## src/rtl/serial_pkg.sv

```systemverilog
`default_nettype none
// ============================================================================
// Module      : serial_pkg
// Description : Shared definitions for the comms-port serial receiver and
//               transmitter: receiver state encoding, bit timing constants
//               and the 3-sample majority helper.
// Revision    : 1.0  initial release
// ============================================================================
package serial_pkg;

  // Receiver states. RX_PARITY is only reachable when parity is compiled in.
  typedef enum logic [2:0] {
    RX_IDLE      = 3'd0,
    RX_START     = 3'd1,
    RX_DATA      = 3'd2,
    RX_PARITY    = 3'd3,
    RX_STOP      = 3'd4,
    RX_WAIT_HIGH = 3'd5
  } rx_state_t;

  localparam int TICKS_PER_BIT = 16;
  localparam int VOTE_TICK0    = 7;   // samples at ticks 7,8,9 of a bit
  localparam int TICK_W        = $clog2(TICKS_PER_BIT);

  function automatic logic maj3(input logic a, input logic b, input logic c);
    return (a & b) | (a & c) | (b & c);
  endfunction

endpackage
`default_nettype wire

```

## src/rtl/serial_rx_sync.sv

```systemverilog
`default_nettype none
// ============================================================================
// Module      : serial_rx_sync
// Description : Two-flop synchroniser for RXD, falling-edge detector on the
//               synchronised line and a 3-sample majority voter.
// Ports       : i_clk        system clock
//               i_rst_n      asynchronous reset, active low
//               i_rxd        raw serial line (asynchronous, idle high)
//               i_sample_en  capture a vote sample this cycle (ticks 7, 8)
//               o_rxd_s      synchronised line
//               o_fall_edge  synchronised 1->0 transition
//               o_vote       majority of the two stored samples and the
//                            current synchronised value (valid at tick 9)
// Revision    : 1.0  initial release
// ============================================================================
module serial_rx_sync
  import serial_pkg::*;
(
  input  logic i_clk,
  input  logic i_rst_n,
  input  logic i_rxd,
  input  logic i_sample_en,
  output logic o_rxd_s,
  output logic o_fall_edge,
  output logic o_vote
);

  logic       r_meta;
  logic       r_rxd_s;
  logic       r_rxd_d;
  logic [1:0] r_samp;

  // All flops reset to the idle (high) line level so that release of reset
  // never looks like a start edge.
  always_ff @(posedge i_clk or negedge i_rst_n) begin
    if (!i_rst_n) begin
      r_meta  <= 1'b1;
      r_rxd_s <= 1'b1;
      r_rxd_d <= 1'b1;
      r_samp  <= 2'b11;
    end else begin
      r_meta  <= i_rxd;
      r_rxd_s <= r_meta;
      r_rxd_d <= r_rxd_s;
      if (i_sample_en) begin
        r_samp <= {r_samp[0], r_rxd_s};
      end
    end
  end

  assign o_rxd_s     = r_rxd_s;
  assign o_fall_edge = r_rxd_d & ~r_rxd_s;
  assign o_vote      = maj3(r_samp[1], r_samp[0], r_rxd_s);

endmodule
`default_nettype wire

```

## src/rtl/serial_rx.sv

```systemverilog
`default_nettype none
// ============================================================================
// Module      : serial_rx
// Description : Asynchronous serial receiver (8N1, optional even parity).
//               Recovers frames from RXD and presents bytes on a
//               valid/ready interface with a single holding register.
//               Optional feature macro: SERIAL_RX_PARITY_EN (even parity
//               bit after the data bits; PAR_ERR tied low when undefined).
// Ports       : i_clk        system clock
//               i_rst_n      asynchronous reset, active low
//               i_rxd        serial line, asynchronous, idle high
//               o_data       received byte, stable while o_valid=1
//               o_valid      o_data holds an unconsumed byte
//               i_ready      consumer accepts o_data when o_valid&i_ready
//               o_frame_err  1-cycle pulse: stop bit sampled low
//               o_overrun    1-cycle pulse: byte completed, holding reg full
//               o_par_err    1-cycle pulse: parity mismatch
// Revision    : 1.0  initial release
// ============================================================================
module serial_rx
  import serial_pkg::*;
#(
  parameter int CLK_DIV = 13,
  parameter int DATA_W  = 8
) (
  input  logic              i_clk,
  input  logic              i_rst_n,
  input  logic              i_rxd,
  output logic [DATA_W-1:0] o_data,
  output logic              o_valid,
  input  logic              i_ready,
  output logic              o_frame_err,
  output logic              o_overrun,
  output logic              o_par_err
);

  localparam int PRE_W = (CLK_DIV > 1) ? $clog2(CLK_DIV) : 1;
  localparam int BIT_W = (DATA_W > 1) ? $clog2(DATA_W) : 1;

  rx_state_t         r_state;
  rx_state_t         w_state_nxt;

  logic [PRE_W-1:0]  r_pre;
  logic [TICK_W-1:0] r_tick_cnt;
  logic [TICK_W-1:0] w_tick_num;
  logic              w_running;
  logic              w_tick;
  logic              w_sample_en;
  logic              w_vote_evt;

  logic              w_rxd_s;
  logic              w_fall;
  logic              w_vote;

  logic [BIT_W-1:0]  r_bit_idx;
  logic              w_last_bit;
  logic [DATA_W-1:0] r_shift;

  logic              w_deliver;
  logic              w_frame_err_evt;
  logic              w_par_bad;
  logic              w_deliver_ok;

  logic [DATA_W-1:0] r_data;
  logic              r_valid;
  logic              r_frame_err;
  logic              r_overrun;

  serial_rx_sync u_sync (
    .i_clk       (i_clk),
    .i_rst_n     (i_rst_n),
    .i_rxd       (i_rxd),
    .i_sample_en (w_sample_en),
    .o_rxd_s     (w_rxd_s),
    .o_fall_edge (w_fall),
    .o_vote      (w_vote)
  );

  // --------------------------------------------------------------------------
  // Tick generation. r_tick_cnt holds the number of ticks already elapsed in
  // the current bit (mod 16); w_tick_num is the number of the tick firing now.
  // The cycle in which the start edge is seen already counts as prescaler
  // cycle 0, which keeps the stop-bit vote within 2+CLK_DIV cycles of the
  // stop-bit midpoint.
  // --------------------------------------------------------------------------
  assign w_running   = (r_state == RX_START) || (r_state == RX_DATA) ||
                       (r_state == RX_PARITY) || (r_state == RX_STOP);
  assign w_tick      = w_running && (r_pre == PRE_W'(CLK_DIV - 1));
  assign w_tick_num  = r_tick_cnt + 1'b1;
  assign w_sample_en = w_tick && ((w_tick_num == TICK_W'(VOTE_TICK0)) ||
                                  (w_tick_num == TICK_W'(VOTE_TICK0 + 1)));
  assign w_vote_evt  = w_tick && (w_tick_num == TICK_W'(VOTE_TICK0 + 2));

  always_ff @(posedge i_clk or negedge i_rst_n) begin
    if (!i_rst_n) begin
      r_pre      <= '0;
      r_tick_cnt <= '0;
    end else if (r_state == RX_IDLE) begin
      r_pre      <= '0;
      r_tick_cnt <= '0;
      if (w_fall) begin
        if (CLK_DIV == 1) begin
          r_tick_cnt <= TICK_W'(1);
        end else begin
          r_pre <= PRE_W'(1);
        end
      end
    end else if (!w_running) begin
      r_pre      <= '0;
      r_tick_cnt <= '0;
    end else if (w_tick) begin
      r_pre      <= '0;
      r_tick_cnt <= w_tick_num;
    end else begin
      r_pre <= r_pre + 1'b1;
    end
  end

  // --------------------------------------------------------------------------
  // Receive FSM
  // --------------------------------------------------------------------------
  assign w_last_bit = (r_bit_idx == BIT_W'(DATA_W - 1));

  always_ff @(posedge i_clk or negedge i_rst_n) begin
    if (!i_rst_n) begin
      r_state <= RX_IDLE;
    end else begin
      r_state <= w_state_nxt;
    end
  end

  always_comb begin
    w_state_nxt     = r_state;
    w_deliver       = 1'b0;
    w_frame_err_evt = 1'b0;
    case (r_state)
      RX_IDLE: begin
        if (w_fall) begin
          w_state_nxt = RX_START;
        end
      end
      RX_START: begin
        if (w_vote_evt) begin
          w_state_nxt = w_vote ? RX_IDLE : RX_DATA;
        end
      end
      RX_DATA: begin
        if (w_vote_evt && w_last_bit) begin
`ifdef SERIAL_RX_PARITY_EN
          w_state_nxt = RX_PARITY;
`else
          w_state_nxt = RX_STOP;
`endif
        end
      end
      RX_PARITY: begin
        if (w_vote_evt) begin
          w_state_nxt = RX_STOP;
        end
      end
      RX_STOP: begin
        if (w_vote_evt) begin
          if (w_vote) begin
            w_deliver   = 1'b1;
            w_state_nxt = RX_IDLE;
          end else begin
            w_frame_err_evt = 1'b1;
            w_state_nxt     = RX_WAIT_HIGH;
          end
        end
      end
      RX_WAIT_HIGH: begin
        // A break keeps the line low; stay here until it returns high.
        if (w_rxd_s) begin
          w_state_nxt = RX_IDLE;
        end
      end
      default: begin
        w_state_nxt = RX_IDLE;
      end
    endcase
  end

  // --------------------------------------------------------------------------
  // Bit counter, shift register (LSB first) and parity capture
  // --------------------------------------------------------------------------
`ifdef SERIAL_RX_PARITY_EN
  logic r_par_bit;
  logic r_par_err;

  // Even parity: data bits plus parity bit must contain an even number of 1s.
  assign w_par_bad = ^{r_shift, r_par_bit};
`else
  assign w_par_bad = 1'b0;
`endif

  always_ff @(posedge i_clk or negedge i_rst_n) begin
    if (!i_rst_n) begin
      r_bit_idx <= '0;
      r_shift   <= '0;
`ifdef SERIAL_RX_PARITY_EN
      r_par_bit <= 1'b0;
`endif
    end else if (w_vote_evt) begin
      case (r_state)
        RX_START: begin
          r_bit_idx <= '0;
        end
        RX_DATA: begin
          r_shift   <= {w_vote, r_shift[DATA_W-1:1]};
          r_bit_idx <= r_bit_idx + 1'b1;
        end
`ifdef SERIAL_RX_PARITY_EN
        RX_PARITY: begin
          r_par_bit <= w_vote;
        end
`endif
        default: begin
        end
      endcase
    end
  end

  // --------------------------------------------------------------------------
  // Holding register and error pulses. A frame produces at most one of
  // delivery, FRAME_ERR, PAR_ERR or OVERRUN.
  // --------------------------------------------------------------------------
  assign w_deliver_ok = w_deliver && !w_par_bad;

  always_ff @(posedge i_clk or negedge i_rst_n) begin
    if (!i_rst_n) begin
      r_data      <= '0;
      r_valid     <= 1'b0;
      r_frame_err <= 1'b0;
      r_overrun   <= 1'b0;
    end else begin
      r_frame_err <= w_frame_err_evt;
      r_overrun   <= 1'b0;
      if (w_deliver_ok) begin
        // Load when empty, or when the held byte is consumed this same cycle.
        if (!r_valid || i_ready) begin
          r_data  <= r_shift;
          r_valid <= 1'b1;
        end else begin
          r_overrun <= 1'b1;
        end
      end else if (r_valid && i_ready) begin
        r_valid <= 1'b0;
      end
    end
  end

`ifdef SERIAL_RX_PARITY_EN
  always_ff @(posedge i_clk or negedge i_rst_n) begin
    if (!i_rst_n) begin
      r_par_err <= 1'b0;
    end else begin
      r_par_err <= w_deliver && w_par_bad;
    end
  end

  assign o_par_err = r_par_err;
`else
  assign o_par_err = 1'b0;
`endif

  assign o_data      = r_data;
  assign o_valid     = r_valid;
  assign o_frame_err = r_frame_err;
  assign o_overrun   = r_overrun;

endmodule
`default_nettype wire

```

## config.mk

```make
export PLATFORM = sky130hd
export DESIGN_NAME = serial_rx
export DESIGN_NICKNAME = d
export VERILOG_FILES = /design/src/rtl/serial_pkg.sv /design/src/rtl/serial_rx_sync.sv /design/src/rtl/serial_rx.sv
export SDC_FILE = /design/constraint.sdc
export NUM_CORES = 1
export LEC_CHECK = 0
export BUFFER_PORTS_ARGS = -buffer_cell sky130_fd_sc_hd__buf_4
export CORE_ASPECT_RATIO = 1.1
export CORE_MARGIN = 1.5
export CORE_UTILIZATION = 35
export CTS_CLUSTER_SIZE = 24
export DETAILED_ROUTE_END_ITERATION = 6
export SYNTH_ARGS = -nofsm -noshare
export SYNTH_HDL_FRONTEND = slang
export SYNTH_SLANG_ARGS = --single-unit
```

## constraint.sdc

```tcl
create_clock -name i_clk -period 4.61 [get_ports i_clk]
set_clock_uncertainty 0.2 [all_clocks]
set_input_delay 0.922 -clock i_clk [delete_from_list [all_inputs] [get_ports i_clk]]
set_output_delay 0.922 -clock i_clk [all_outputs]
set_load 0.02 [all_outputs]
```

### Word level (Yosys, flattened, before mapping)

Cells that the tools add are included.

* input port bits: 4
* output and inout bits: 12
* register bits: 38
* word-level logic and storage cells: 88

* reductions and logical operators: 19
* muxes and demuxes: 28
* equality and inequality tests: 18
* $add $sub $neg: 3
* bitwise gates (word level): 7

Operators by type and width (number)
* 4-bit two-way mux: 6
* 3-bit two-way mux: 7
* 3-bit one-hot mux with 6 select lines: 1
* 4-bit equality test, second input constant: 3
* 1-bit two-way mux: 12
* 3-bit equality test, second input constant: 3
* 4-bit by 1-bit adder with 4-bit output, second input constant: 2
* 2-bit by 1-bit != test with 1-bit output, second input constant: 4
* 2-bit AND reduction: 4
* 3-bit by 2-bit equality test with 1-bit output, second input constant: 2
* 2-bit != test, second input constant: 3
* 3-bit one-hot mux with 2 select lines: 1
* 6-bit AND reduction: 1
* 1-bit logical AND: 5
* 1-bit logical OR: 5
* 1-bit bitwise AND: 4
* 4-bit by 3-bit equality test with 1-bit output, second input constant: 1
* 2-bit nonzero test: 2
* 3-bit by 1-bit adder with 3-bit output, second input constant: 1
* 3-bit by 1-bit equality test with 1-bit output, second input constant: 1
* 3-bit zero test: 1
* 3-bit by 1-bit != test with 1-bit output, second input constant: 1
* 2-bit two-way mux: 1
* 1-bit bitwise OR: 2
* other kinds (2): 2

### Longest topological paths before layout

Gate-level depths: netlist of run 1.

* depth in word-level cells: 10
* depth in mapped cells: 8
* depth with buffers taken out: 6

### Hierarchy

From an unflattened synthesis of run 1, not the netlist that was laid out.

* cells, all modules: 149
* area, all modules: 1804.2 µm²

By module, submodules not included
* serial_rx: area an instance 1632.8 µm², cells an instance 140, times used 1
* serial_rx_sync: area an instance 171.4 µm², cells an instance 9, times used 1

### Worst setup path after synthesis of run 1

OpenSTA, ideal clock, no wires.

* kind: input to register
* from: input i_ready
* to: register r_data[0] (netlist: o_data[0])
* buffers on the path: 0
* data arrival time: 1794 ps
* stages: 4
* library setup time: 125 ps
* setup slack: 2491 ps
* path through: nand2b_1 > nor3b_1 > o211ai_4 > mux2_2

* cells in the longest elaborated chain, start to end: 2

RTL lines
* start: declaration: line serial_rx.sv:31 `input logic i_ready,`
* 1-bit logical OR: line serial_rx.sv:241 `if (!r_valid || i_ready) begin`
* 2-bit AND reduction (no source line)
* end signal: assignment: line serial_rx.sv:242 `r_data <= r_shift;`
* end: declaration: line serial_rx.sv:64 `logic [DATA_W-1:0] r_data;`

Every way passes these cells.
A chain may end at the register's enable or synchronous reset.

### Worst setup path in the final report of run 1

* from: register r_tick_cnt[1]
* to: register u_sync.r_samp[0]

* cells in the longest elaborated chain, start to end: 4

RTL lines
* start: declaration: line serial_rx.sv:44 `logic [TICK_W-1:0] r_tick_cnt;`
* start signal: assignment: line serial_rx.sv:113 `r_tick_cnt <= w_tick_num;`
* 4-bit by 1-bit adder with 4-bit output (*): line serial_rx.sv:89 `assign w_tick_num = r_tick_cnt + 1'b1;`
* 4-bit by 3-bit equality test with 1-bit output / 4-bit equality test (equally long branches): line serial_rx.sv:90, serial_rx.sv:91
* 1-bit logical OR (*): line serial_rx.sv:90 `assign w_sample_en = w_tick && ((w_tick_num == TICK_W'(VOTE_TICK0)) ||`
* 1-bit logical AND (*): line serial_rx.sv:90
* end signal: assignment: line serial_rx_sync.sv:46 `r_samp <= {r_samp[0], r_rxd_s};`
* end: declaration: line serial_rx_sync.sv:31 `logic [1:0] r_samp;`

Mark *: on every way between the ends. The rest lies on a longest branch, timed or not.

==> out/metrics.csv, run 1 <==
stage,metric,value,unit
yosys,synth_cell_type_count,46,
power_and_ir_drop,p_per_area,340,mW/mm^2
yosys,yosysTopAreaCell,dfrtp_1,
sta,worst-slew-pin-transition,0.638,ns
floorplan,die_h,79.9,um
place,placed_cell_area,0.00203,mm^2
power_and_ir_drop,p_leak,0.976,nW
yosys,syn_area,0.00188,mm^2
sta,fin_crit,2.35,ns
clock_network,cts_buffer_depth,2,
drt,ant_nets,0,
floorplan,coreArea,0.00510,mm^2
finish,fin_nets,184,
yosys,synth_top_area_share,43.9,%
sta,finalSetupViolCount,0,
critical_path,endpoint_kind,flip-flop,
floorplan,io_pins,16,
clock_network,cts_tree,done,
clock_network,insertion_delay,0.28,ns
global_routing,grt_pass1_wl,6040,um
sta,fin_crit_sh,51.1,%
finish,synthToLayoutAreaGrowth,13.0,%
finish,fillers,498,
drt,route.detailed.vias_per_inst,5.24,
yosys,ys_ff_latch,38,
place,gp_congestion,0.781,
yosys,syn_inst,157,
finish,multi_input_area,837,um^2
clock_network,cts_buffers,5,
critical_path,crit_type,reg2reg,
power_and_ir_drop,max-vdd-ir-drop,198,uV
yosys,synth_nets,168,
yosys,synth.area.top_cells,"dfrtp_1, mux2_2, dfstp_2",
place,portBuffers,14,
clock_network,cts.sinks,38,
floorplan,rows,27,
finish,post-route-util,41.7,%
critical_path,worstPathArrival,2.37,ns
clock_network,ctsHoldBuffers,0,
yosys,synth-edff-count,0,
min_path,hold_class,reg2reg,
finish,final_common_cell,dfrtp_1,
clock_network,cts_setup_buffers,0,
floorplan,fp.dieW,72.9,um
global_routing,overflow,0,
drt,drtPass1Iterations,5,
finish,drive_gt1_share,30.5,%
global_routing,grtUsageTotal,13.6,%
global_routing,grt_pass1_vias,1271,
drt,num_vias,1290,
sta,max_freq,0.425,GHz
clock_network,post_cts_resize_count,0,
drt,routed_wl,3530,um
global_routing,antenna_found_initial,0,
sta,rsz0062_at_grt,no,
sta,relSlewSlack,57.1,%
drt,drc,0,
floorplan,initial_core_util,36.9,%
place,dp_hpwl,2540,um
sta,timing.final.max_slew_violations,0,
yosys,yosysSeqAreaShare,50.9,%
yosys,syn_avg_cell_area,12.0,um^2
yosys,synth_flop_cell,dfrtp_1,
finish,final_area,0.00213,mm^2
critical_path,worstPathRequired,4.62,ns
finish,antenna_cells,0,
floorplan,dieArea,0.00583,mm^2
clock_network,h-tree-depth,2,
flow_run,cap_violations,0,
clock_network,clockRootBuffer,clkbuf_8,
sta,finalSetupTns,0,ns
drt,detail_route.wl_per_cell,14.3,um
critical_path,critPathMaxFanout,8,
sta,hold_ws,0.158,ns
yosys,yosys_warnings,0,
power_and_ir_drop,finalPower,723,uW
critical_path,startpoint_type,flip-flop,
clock_network,path_clk_slew,0.07,ns
run_status,outcome,finished clean,
finish,final_cell_mix,"dfrtp_1, mux2_2, buf_4, inv_1, nor2_1",
finish,final-seq-area,957,um^2
sta,hold_viol_final,0,
yosys,synthArstFlopShare,100,%
drt,drt-initial-drc-count,60,
global_routing,grt_max_degree,39,
critical path: stages, from the launching register on:
cell       delay (ns)
dfrtp_1          0.46
ha_1             0.31
and3b_2          0.25
a2111oi_0        0.06
nor4_1           0.60
mux2_2           0.40
routing by layer:
metal	vias up	track usage (%)	routed length (um)
li1	592	-	-
met1	668	16.4	1500
met2	28	23.2	1890
met3	2	3.91	114
met4	0	3.96	18
met5	-	0	0
final cells by class:
type,instances,area share [%]
inverter,11,1.94
timing repair buffer,14,4.94
sequential,38,45.0
clock buffer,6,3.88
tap,72,4.24
multi-input combinational,103,39.4
clock inverter,2,0.589
cells in the mapped netlist, types with 2 or more instances:
cell type and count:
nand2b_1 2, o211ai_4 2, a21oi_1 4, o2111ai_1 2, nor4_1 2, dfstp_2 5, mux2_2 18, inv_1 10
and3_1 3, ha_1 7, dfrtp_1 33, o21ai_0 6, o211ai_1 4, o2bb2ai_1 2, buf_6 3, nand3_1 6
xor2_1 2, nand2_1 7, xnor2_1 3, and3b_2 2, nor2_1 8, or4_1 2
kinds of logic after synthesis:
group / synth area share, %
mux: 11.3
buf+inv: 4.65
other cells: 0.199
fa+ha+maj: 5.19
simple gates: 14.2
flops: 50.9
compound gates: 11.2
xor+xnor: 2.33
stage by stage:
step,cells,setup WS (ns)
final,246,2.26
after global routing,246,2.11
after CTS,246,2.27
after detailed placement,238,2.29
after global placement,238,2.34
after floorplan,157,2.49
sequential cells by signal, summed over array words and instances, names as in the netlist:
signal and count:
o_valid 1, u_sync.r_rxd_d 1, o_overrun 1, r_state 3, u_sync.r_meta 1, r_bit_idx 3, r_shift 8, r_pre 4
o_data 8, o_frame_err 1, u_sync.r_samp 2, r_tick_cnt 4, u_sync.o_rxd_s 1
final timing paths:
path | startpoint | to | slack (ns) | cells after the start
min in group asynchronous | i_rst_n | r_state[1]$_DFFE_PN0P_ | 0.39 | 1
worst min-delay path | u_sync.r_meta$_DFF_PN1_ | u_sync.o_rxd_s$_DFF_PN1_ | 0.16 | 0
max in group asynchronous | i_rst_n | u_sync.r_samp[1]$_DFFE_PN1P_ | 3.47 | 1
worst max-delay path | r_tick_cnt[1]$_DFFE_PN0P_ | u_sync.r_samp[0]$_DFFE_PN1P_ | 2.26 | 5
worst max register to register | r_tick_cnt[1]$_DFFE_PN0P_ | u_sync.r_samp[0]$_DFFE_PN1P_ | 2.26 | 5
worst min register to register | u_sync.r_meta$_DFF_PN1_ | u_sync.o_rxd_s$_DFF_PN1_ | 0.16 | 0
power by group:
part	internal, mW	switching (mW)
Clock	0.120	0.114
Combinational	0.0389	0.0571
Sequential	0.360	0.0322
Total	0.519	0.203
(Power assumes the default switching activity.)
==> run 2: changes to the inputs <==
--- a/config.mk
+++ b/config.mk
@@ -5,6 +5,7 @@
 export SDC_FILE = /design/constraint.sdc
 export NUM_CORES = 1
 export LEC_CHECK = 0
+export ABC_AREA = 1
 export BUFFER_PORTS_ARGS = -buffer_cell sky130_fd_sc_hd__buf_4
 export CORE_ASPECT_RATIO = 1.1
 export CORE_MARGIN = 1.5
==> constraint.sdc (replaced) <==
create_clock -name i_clk -period 2.1 [get_ports i_clk]
set_clock_uncertainty 0.2 [all_clocks]
set_input_delay 0.42 -clock i_clk [delete_from_list [all_inputs] [get_ports i_clk]]
set_output_delay 0.42 -clock i_clk [all_outputs]
set_load 0.02 [all_outputs]
==> run 2 against run 1 <==
  * Clock power increased to 3.3 times the previous value
  * Highest routed layer unchanged
  * Via count increased by 0.47%
  * Critical path type unchanged
  * Total power rose to 2.8 times the previous value
  * Setup slack got worse by 2.1 ns
  * Sequential share of layout area is 1.2 points lower
  * Critical path depth increased by 5
  * Core utilization increased by 1.5 points
  * Cell count grew 12%
==> out/metrics.csv, run 2 <==
stage,metric,value,unit,change
run_status,outcome,finished clean,,unchanged
global_routing,overflow,0,,unchanged
power_and_ir_drop,swShare,29.5,%,was 28.1%
place,dp_worst_setup_slack,0.117,ns,was 2.29 ns
critical_path,worst-r2r-setup-slack,0.13,ns,was 2.26 ns
power_and_ir_drop,power.switching,606,uW,was 203 uW
place,gp_congestion,0.787,,was 0.781
drt,drt-initial-drc-count,56,,was 60
sta,hold_viol_final,0,,unchanged
power_and_ir_drop,power_frac_clock,37.4,%,was 32.4%
place,dp_hpwl,2240,um,was 2540 um
sta,max_freq,0.506,GHz,was 0.425 GHz
finish,antenna_cells,0,,unchanged
global_routing,grt_pass1_wl,5760,um,was 6040 um
yosys,synth.most_common_cell,nand2_1,,was dfrtp_1
clock_network,cts_buffers,5,,unchanged
drt,route.detailed.vias_per_inst,4.70,,was 5.24
yosys,syn_area,0.00186,mm^2,was 0.00188 mm^2
finish,stdcell_count,276,,was 246
floorplan,die_h,79.5,um,was 79.9 um
yosys,yosysTopAreaCell,dfrtp_1,,unchanged
critical_path,crit_type,reg2reg,,unchanged
place,dp_cells,267,,was 238
drt,detail_route.wl_per_cell,11.4,um,was 14.3 um
yosys,synthTopCellsByCount,"nand2_1, dfrtp_1, inv_1",,"was dfrtp_1, mux2_2, inv_1"
global_routing,grt_pass1_vias,1252,,"was 1,271"
clock_network,path_clk_slew,0.08,ns,was 0.07 ns
power_and_ir_drop,pwr-share-seq,42.5,%,was 54.4%
min_path,min_from,i_rxd,,was u_sync.r_meta$_DFF_PN1_
floorplan,initial_core_util,36.8,%,was 36.9%
sta,finalSetupTns,0,ns,unchanged
sta,finalWorstSetupSlack,0.126,ns,was 2.26 ns
power_and_ir_drop,p_comb_share,20.1,%,was 13.3%
finish,final_cell_mix,"nand2_1, dfrtp_1, inv_1, buf_4, o21ai_1",,"was dfrtp_1, mux2_2, buf_4, inv_1, nor2_1"
drt,ant_nets,0,,unchanged
place,portBuffers,14,,unchanged
yosys,synth_flop_cell,dfrtp_1,,unchanged
power_and_ir_drop,p_leak,1.12,nW,was 0.976 nW
min_path,hold_class,in2reg,,was reg2reg
floorplan,coreArea,0.00507,mm^2,was 0.00510 mm^2
critical_path,worstPathArrival,2.00,ns,was 2.37 ns
place,placed_cell_area,0.00203,mm^2,unchanged
drt,routed_wl,3150,um,was 3530 um
yosys,synthArstFlopShare,100,%,unchanged
yosys,syn_avg_cell_area,9.51,um^2,was 12.0 um^2
yosys,synth-edff-count,0,,unchanged
global_routing,grt_max_degree,39,,unchanged
yosys,yosys_warnings,0,,unchanged
finish,synthToLayoutAreaGrowth,17.2,%,was 13.0%
power_and_ir_drop,max-vdd-ir-drop,295,uV,was 198 uV
drt,num_vias,1296,,"was 1,290"
clock_network,clockRootBuffer,clkbuf_8,,unchanged
finish,final_common_cell,nand2_1,,was dfrtp_1
floorplan,rows,27,,unchanged
floorplan,io_pins,16,,unchanged
finish,drive_gt1_share,25.7,%,was 30.5%
finish,final_area,0.00219,mm^2,was 0.00213 mm^2
clock_network,h-tree-depth,2,,unchanged
floorplan,fp.dieW,72.6,um,was 72.9 um
clock_network,cts_buffer_depth,2,,unchanged
sta,finalSetupViolCount,0,,unchanged
power_and_ir_drop,finalPower,2.05,mW,was 723 uW
yosys,synth_nets,207,,was 168
drt,drtPass1Iterations,4,,was 5
sta,fin_crit,1.97,ns,was 2.35 ns
yosys,yosysSeqAreaShare,51.3,%,was 50.9%
critical_path,crit_path_start,r_pre[0]$_DFF_PN0_,,was r_tick_cnt[1]$_DFFE_PN0P_
yosys,synth_cell_type_count,35,,was 46
clock_network,cts_tree,done,,unchanged
yosys,ys_ff_latch,38,,unchanged
sta,hold_ws,0.0403,ns,was 0.158 ns
sta,fin_crit_sh,94.0,%,was 51.1%
clock_network,cts.sinks,38,,unchanged
drt,drc,0,,unchanged
finish,fillers,511,,was 498
power_and_ir_drop,p_per_area,939,mW/mm^2,was 340 mW/mm^2
yosys,synth.area.top_cells,"dfrtp_1, nand2_1, dfstp_2",,"was dfrtp_1, mux2_2, dfstp_2"
sta,timing.final.max_slew_violations,0,,unchanged
global_routing,grtUsageTotal,12.8,%,was 13.6%
clock_network,insertion_delay,0.29,ns,was 0.28 ns
finish,fin_nets,228,,was 184
global_routing,antenna_found_initial,0,,unchanged
critical_path,startpoint_type,flip-flop,,unchanged
critical_path,critPathMaxFanout,11,,was 8
finish,post-route-util,43.1,%,was 41.7%
critical_path,r2r_start,r_pre[0]$_DFF_PN0_,,was r_tick_cnt[1]$_DFFE_PN0P_
yosys,syn_inst,196,,was 157
power_and_ir_drop,intPower,1.45,mW,was 519 uW
flow_run,cap_violations,0,,unchanged
critical_path,endpoint_kind,flip-flop,,unchanged
floorplan,dieArea,0.00577,mm^2,was 0.00583 mm^2
critical_path,worstPathRequired,2.13,ns,was 4.62 ns
yosys,synth_top_area_share,44.3,%,was 43.9%
[run 2: changes by cell type after synthesis, moves of 3 or more]
cell / delta
inv_1: +11
mux2_2: -18
o211ai_1: -4
nand2_1: +44
o21ai_2: +5
o21ai_0: +3
a21oi_1: -4
nand2_4: +3
nand2_2: +6
o21ai_1: +12
[run 2: kinds of logic after synthesis]
| logic type | synth area share, % |
|---|---|
| and+or+nand+nor | 25.0 |
| DFF | 51.3 |
| AOI/OAI and AO/OA | 11.2 |
| buffers and inverters | 6.58 |
| adders and majority gates | 4.70 |
| xor gates and xnor gates | 0.940 |
| other | 0.201 |
[run 2: power by group through the flow]
stage               registers, mW  clock network (mW)  logic (mW)
floorplan                   0.866                   0       0.329
global placement            0.881                   0       0.408
detailed placement          0.883                   0       0.414
CTS                         0.872               0.787       0.416
global route                0.884               0.816       0.477
finish                      0.873               0.767       0.411
[run 2: layout make-up]
type	instances	area [um^2]	share of cell area, %
clock buffers	6	82.6	3.78
clock inverters	2	60.1	2.75
inverters	24	104	4.75
multi-input cells	132	787	36.0
flip-flops and latches	38	957	43.8
well taps	58	72.6	3.32
repair buffers	16	123	5.61
[run 2: timing repair]
action | in CTS | in global routing
resized for setup | 0 | 1
endpoints found under the setup margin | 0 | 8
buffers inserted | 0 | 0
endpoints found under the hold margin | 33 | 0
hold buffers | 1 | 0
[run 2: path summary, 6_finish.rpt]
path	cells past startpoint	endpoint
worst min-delay path	1	u_sync.r_meta$_DFF_PN1_
worst min register to register	0	u_sync.o_rxd_s$_DFF_PN1_
worst max-delay path	10	o_data[5]$_DFFE_PN0P_
min in group asynchronous	2	r_tick_cnt[3]$_DFFE_PN0P_
max in group asynchronous	2	u_sync.r_rxd_d$_DFF_PN1_
worst max register to register	10	o_data[5]$_DFFE_PN0P_
[run 2: critical path, stage by stage, from the launching register on]
cell and delay, ns:
dfrtp_1 0.42, inv_1 0.07, ha_1 0.15, nand2_1 0.07, nor2_2 0.15, nand3_4 0.13, nor2_8 0.14, nand4_4 0.19
nor2_4 0.24, nand2_1 0.07, nand2_1 0.07
[run 2: layer usage]
layer / up-vias / GRT usage, % / wire length [um]
met1: 608 / 17.1 / 1570
met3: 5 / 3.03 / 86
li1: 666 / - / -
met2: 17 / 19.5 / 1420
met4: 0 / 5.66 / 70
met5: - / 0 / 0
==> run 3: changes to the inputs <==
--- a/config.mk
+++ b/config.mk
@@ -5,13 +5,14 @@
 export SDC_FILE = /design/constraint.sdc
 export NUM_CORES = 1
 export LEC_CHECK = 0
-export ABC_AREA = 1
+export ABC_AREA = 0
 export BUFFER_PORTS_ARGS = -buffer_cell sky130_fd_sc_hd__buf_4
 export CORE_ASPECT_RATIO = 1.1
 export CORE_MARGIN = 1.5
 export CORE_UTILIZATION = 35
 export CTS_CLUSTER_SIZE = 24
 export DETAILED_ROUTE_END_ITERATION = 6
+export HOLD_SLACK_MARGIN = 0.06
 export SYNTH_ARGS = -nofsm -noshare
 export SYNTH_HDL_FRONTEND = slang
 export SYNTH_SLANG_ARGS = --single-unit
==> run 3 against run 2 <==
  * Final area rose by 10%
  * Cell count down 2.2%
  * Critical path type unchanged
  * Register-to-register slack lost 0.12 ns
  * Clock power is 33% lower
  * Flip-flop and latch count did not move
  * Total power is 18% lower
  * Routed wire length increased by 23%
  * Die area grew 0.90%
  * Setup slack worse by 0.12 ns
  * Clock-buffer cell count grew 1
  * Global-route usage up 2.1 points
  * Critical endpoint is now r_shift[6]$_DFFE_PN0P_
==> out/metrics.csv, run 3 (synthesis gave the netlist of run 1 again) <==
stage,metric,value,unit,change
finish,antenna_cells,0,,unchanged
sta,timing.final.max_slew_violations,0,,unchanged
finish,fillers,479,,was 511
global_routing,grt_use_met2,24.4,%,was 19.5%
clock_network,path_clk_slew,0.08,ns,about the same
clock_network,cts_tree,done,,unchanged
finish,drive_gt1_share,41.4,%,was 25.7%
floorplan,io_pins,16,,unchanged
sta,finalSetupTns,0,ns,unchanged
clock_network,cts.sinks,38,,unchanged
clock_network,cts_buffers,5,,unchanged
drt,route.detailed.vias_per_inst,5.04,,was 4.70
critical_path,endpoint_kind,flip-flop,,unchanged
place,dp_cells,253,,was 267
global_routing,grt_pass1_wl,6580,um,was 5760 um
place,dp_hpwl,2630,um,was 2240 um
critical_path,crit_path_start,r_tick_cnt[0]$_DFFE_PN0P_,,was r_pre[0]$_DFF_PN0_
global_routing,antenna_found_initial,0,,unchanged
global_routing,grt_pass1_vias,1410,,"was 1,252"
global_routing,met3_usage,4.17,%,was 3.03%
global_routing,overflow,0,,unchanged
critical_path,worstPathArrival,2.07,ns,was 2.00 ns
clock_network,clockRootBuffer,clkbuf_8,,unchanged
run_status,outcome,finished clean,,unchanged
finish,fin_nets,208,,was 228
drt,drtPass1Iterations,4,,unchanged
sta,hold_viol_final,0,,unchanged
global_routing,grtUsageTotal,14.9,%,was 12.8%
floorplan,rows,27,,unchanged
drt,num_vias,1361,,"was 1,296"
sta,fin_crit,2.10,ns,was 1.97 ns
sta,rsz0062_at_grt,yes,,
power_and_ir_drop,max-vdd-ir-drop,455,uV,was 295 uV
floorplan,die_h,79.9,um,was 79.5 um
drt,detail_route.wl_per_cell,14.3,um,was 11.4 um
drt,routed_wl,3860,um,was 3150 um
clock_network,insertion_delay,0.29,ns,about the same
critical_path,r2r_start,r_tick_cnt[0]$_DFFE_PN0P_,,was r_pre[0]$_DFF_PN0_
drt,drt-initial-drc-count,73,,was 56
finish,final_cell_mix,"buf_4, dfrtp_1, mux2_2, inv_1, nor2_1",,"was nand2_1, dfrtp_1, inv_1, buf_4, o21ai_1"
global_routing,top_usage_layer,met2,,unchanged
global_routing,grt_max_degree,39,,unchanged
drt,drc,0,,unchanged
floorplan,initial_core_util,36.9,%,was 36.8%
floorplan,dieArea,0.00583,mm^2,was 0.00577 mm^2
floorplan,coreArea,0.00510,mm^2,was 0.00507 mm^2
clock_network,cts_buffer_depth,2,,unchanged
drt,ant_nets,0,,unchanged
critical_path,startpoint_type,flip-flop,,unchanged
global_routing,grt_util_met1,18.1,%,was 17.1%
floorplan,fp.dieW,72.9,um,was 72.6 um
critical_path,worstPathRequired,2.07,ns,was 2.13 ns
power_and_ir_drop,p_per_area,698,mW/mm^2,was 939 mW/mm^2
place,portBuffers,14,,unchanged
min_path,hold_class,reg2reg,,was in2reg
min_path,min_from,u_sync.r_meta$_DFF_PN1_,,was i_rxd
flow_run,cap_violations,0,,unchanged
critical_path,crit_type,reg2reg,,unchanged
finish,final-seq-area,958,um^2,was 957 um^2
sta,fin_crit_sh,99.9,%,was 94.0%
finish,synthToLayoutAreaGrowth,27.9,%,was 17.2%
finish,multi_input_area,906,um^2,was 787 um^2
clock_network,h-tree-depth,2,,unchanged
power_and_ir_drop,p_leak,1.12,nW,about the same
place,gp_congestion,0.773,,was 0.787
sta,max_freq,0.476,GHz,was 0.506 GHz
finish,final_common_cell,buf_4,,was nand2_1
sta,finalSetupViolCount,0,,unchanged
finish,stdcell_count,270,,was 276
critical_path,critPathMaxFanout,8,,was 11
[run 3: cell count changes in the layout (fill, tap and decap cells not counted), sizes merged, moves of 6 or more]
cell,change
mux2,+18
buf,+21
inv,-12
nand2,-53
o21ai,-22
o211ai,+6
[run 3: area by class of cell]
cell class	count	area share, %
inverter	11	1.72
clock inverter	1	0.208
sequential	38	39.8
clock buffer	7	3.59
timing repair buffer	38	13.3
multi-input combinational	103	37.6
tap	72	3.74
[run 3: worst max-delay path, stage by stage (launching register included)]
cell	delay (ns)
dfrtp_1	0.42
inv_2	0.09
ha_1	0.22
and3_4	0.19
o211a_4	0.16
o211ai_4	0.22
buf_12	0.16
mux2_2	0.33
[run 3: where the power goes]
part           internal [mW]  switching (mW)  leakage [nW]
sequential             0.792          0.0633         0.501
clock                  0.265           0.252        0.0482
combinational          0.139           0.169         0.570
total                   1.20           0.485          1.12
[run 3: worst paths after layout]
path	depth (start not counted)	slack [ns]	endpoint
max in group asynchronous	2	0.92	u_sync.r_samp[0]$_DFFE_PN1P_
worst min-delay path	0	0.16	u_sync.o_rxd_s$_DFF_PN1_
worst max-delay path	7	0.001	r_shift[6]$_DFFE_PN0P_
min in group asynchronous	2	0.43	r_bit_idx[1]$_DFFE_PN0P_
worst min register to register	0	0.16	u_sync.o_rxd_s$_DFF_PN1_
worst max register to register	7	0.001	r_shift[6]$_DFFE_PN0P_
[run 3: per-stage QoR]
step                hold WS (ns)  setup WS [ns]  instance area (um^2)  power [mW]  utilization [%]
global route               0.165        -0.0474                  2410        1.79             47.2
global placement           0.146        -0.0592                  2140        1.11             42.0
detailed placement         0.149        -0.0378                  2140        1.13             42.0
CTS                        0.160       0.000402                  2280        1.65             44.8
floorplan                -0.0756         0.0361                  1880        1.02                -
finish                     0.161        0.00118                  2410        1.68             47.2
[run 3: timing repair]
item / 4_1_cts / 5_1_grt
endpoints found under the hold margin: 34 / 0
endpoints found under the setup margin: 13 / 22
hold buffers: 2 / 0
setup buffers: 2 / 5
resized for setup: 1 / 16
pin swaps: 1 / 6
[run 3: metal layers]
metal	vias to the layer above	routed length (um)
li1	646	-
met5	-	0
met2	20	2050
met1	687	1610
met3	8	133
met4	0	74
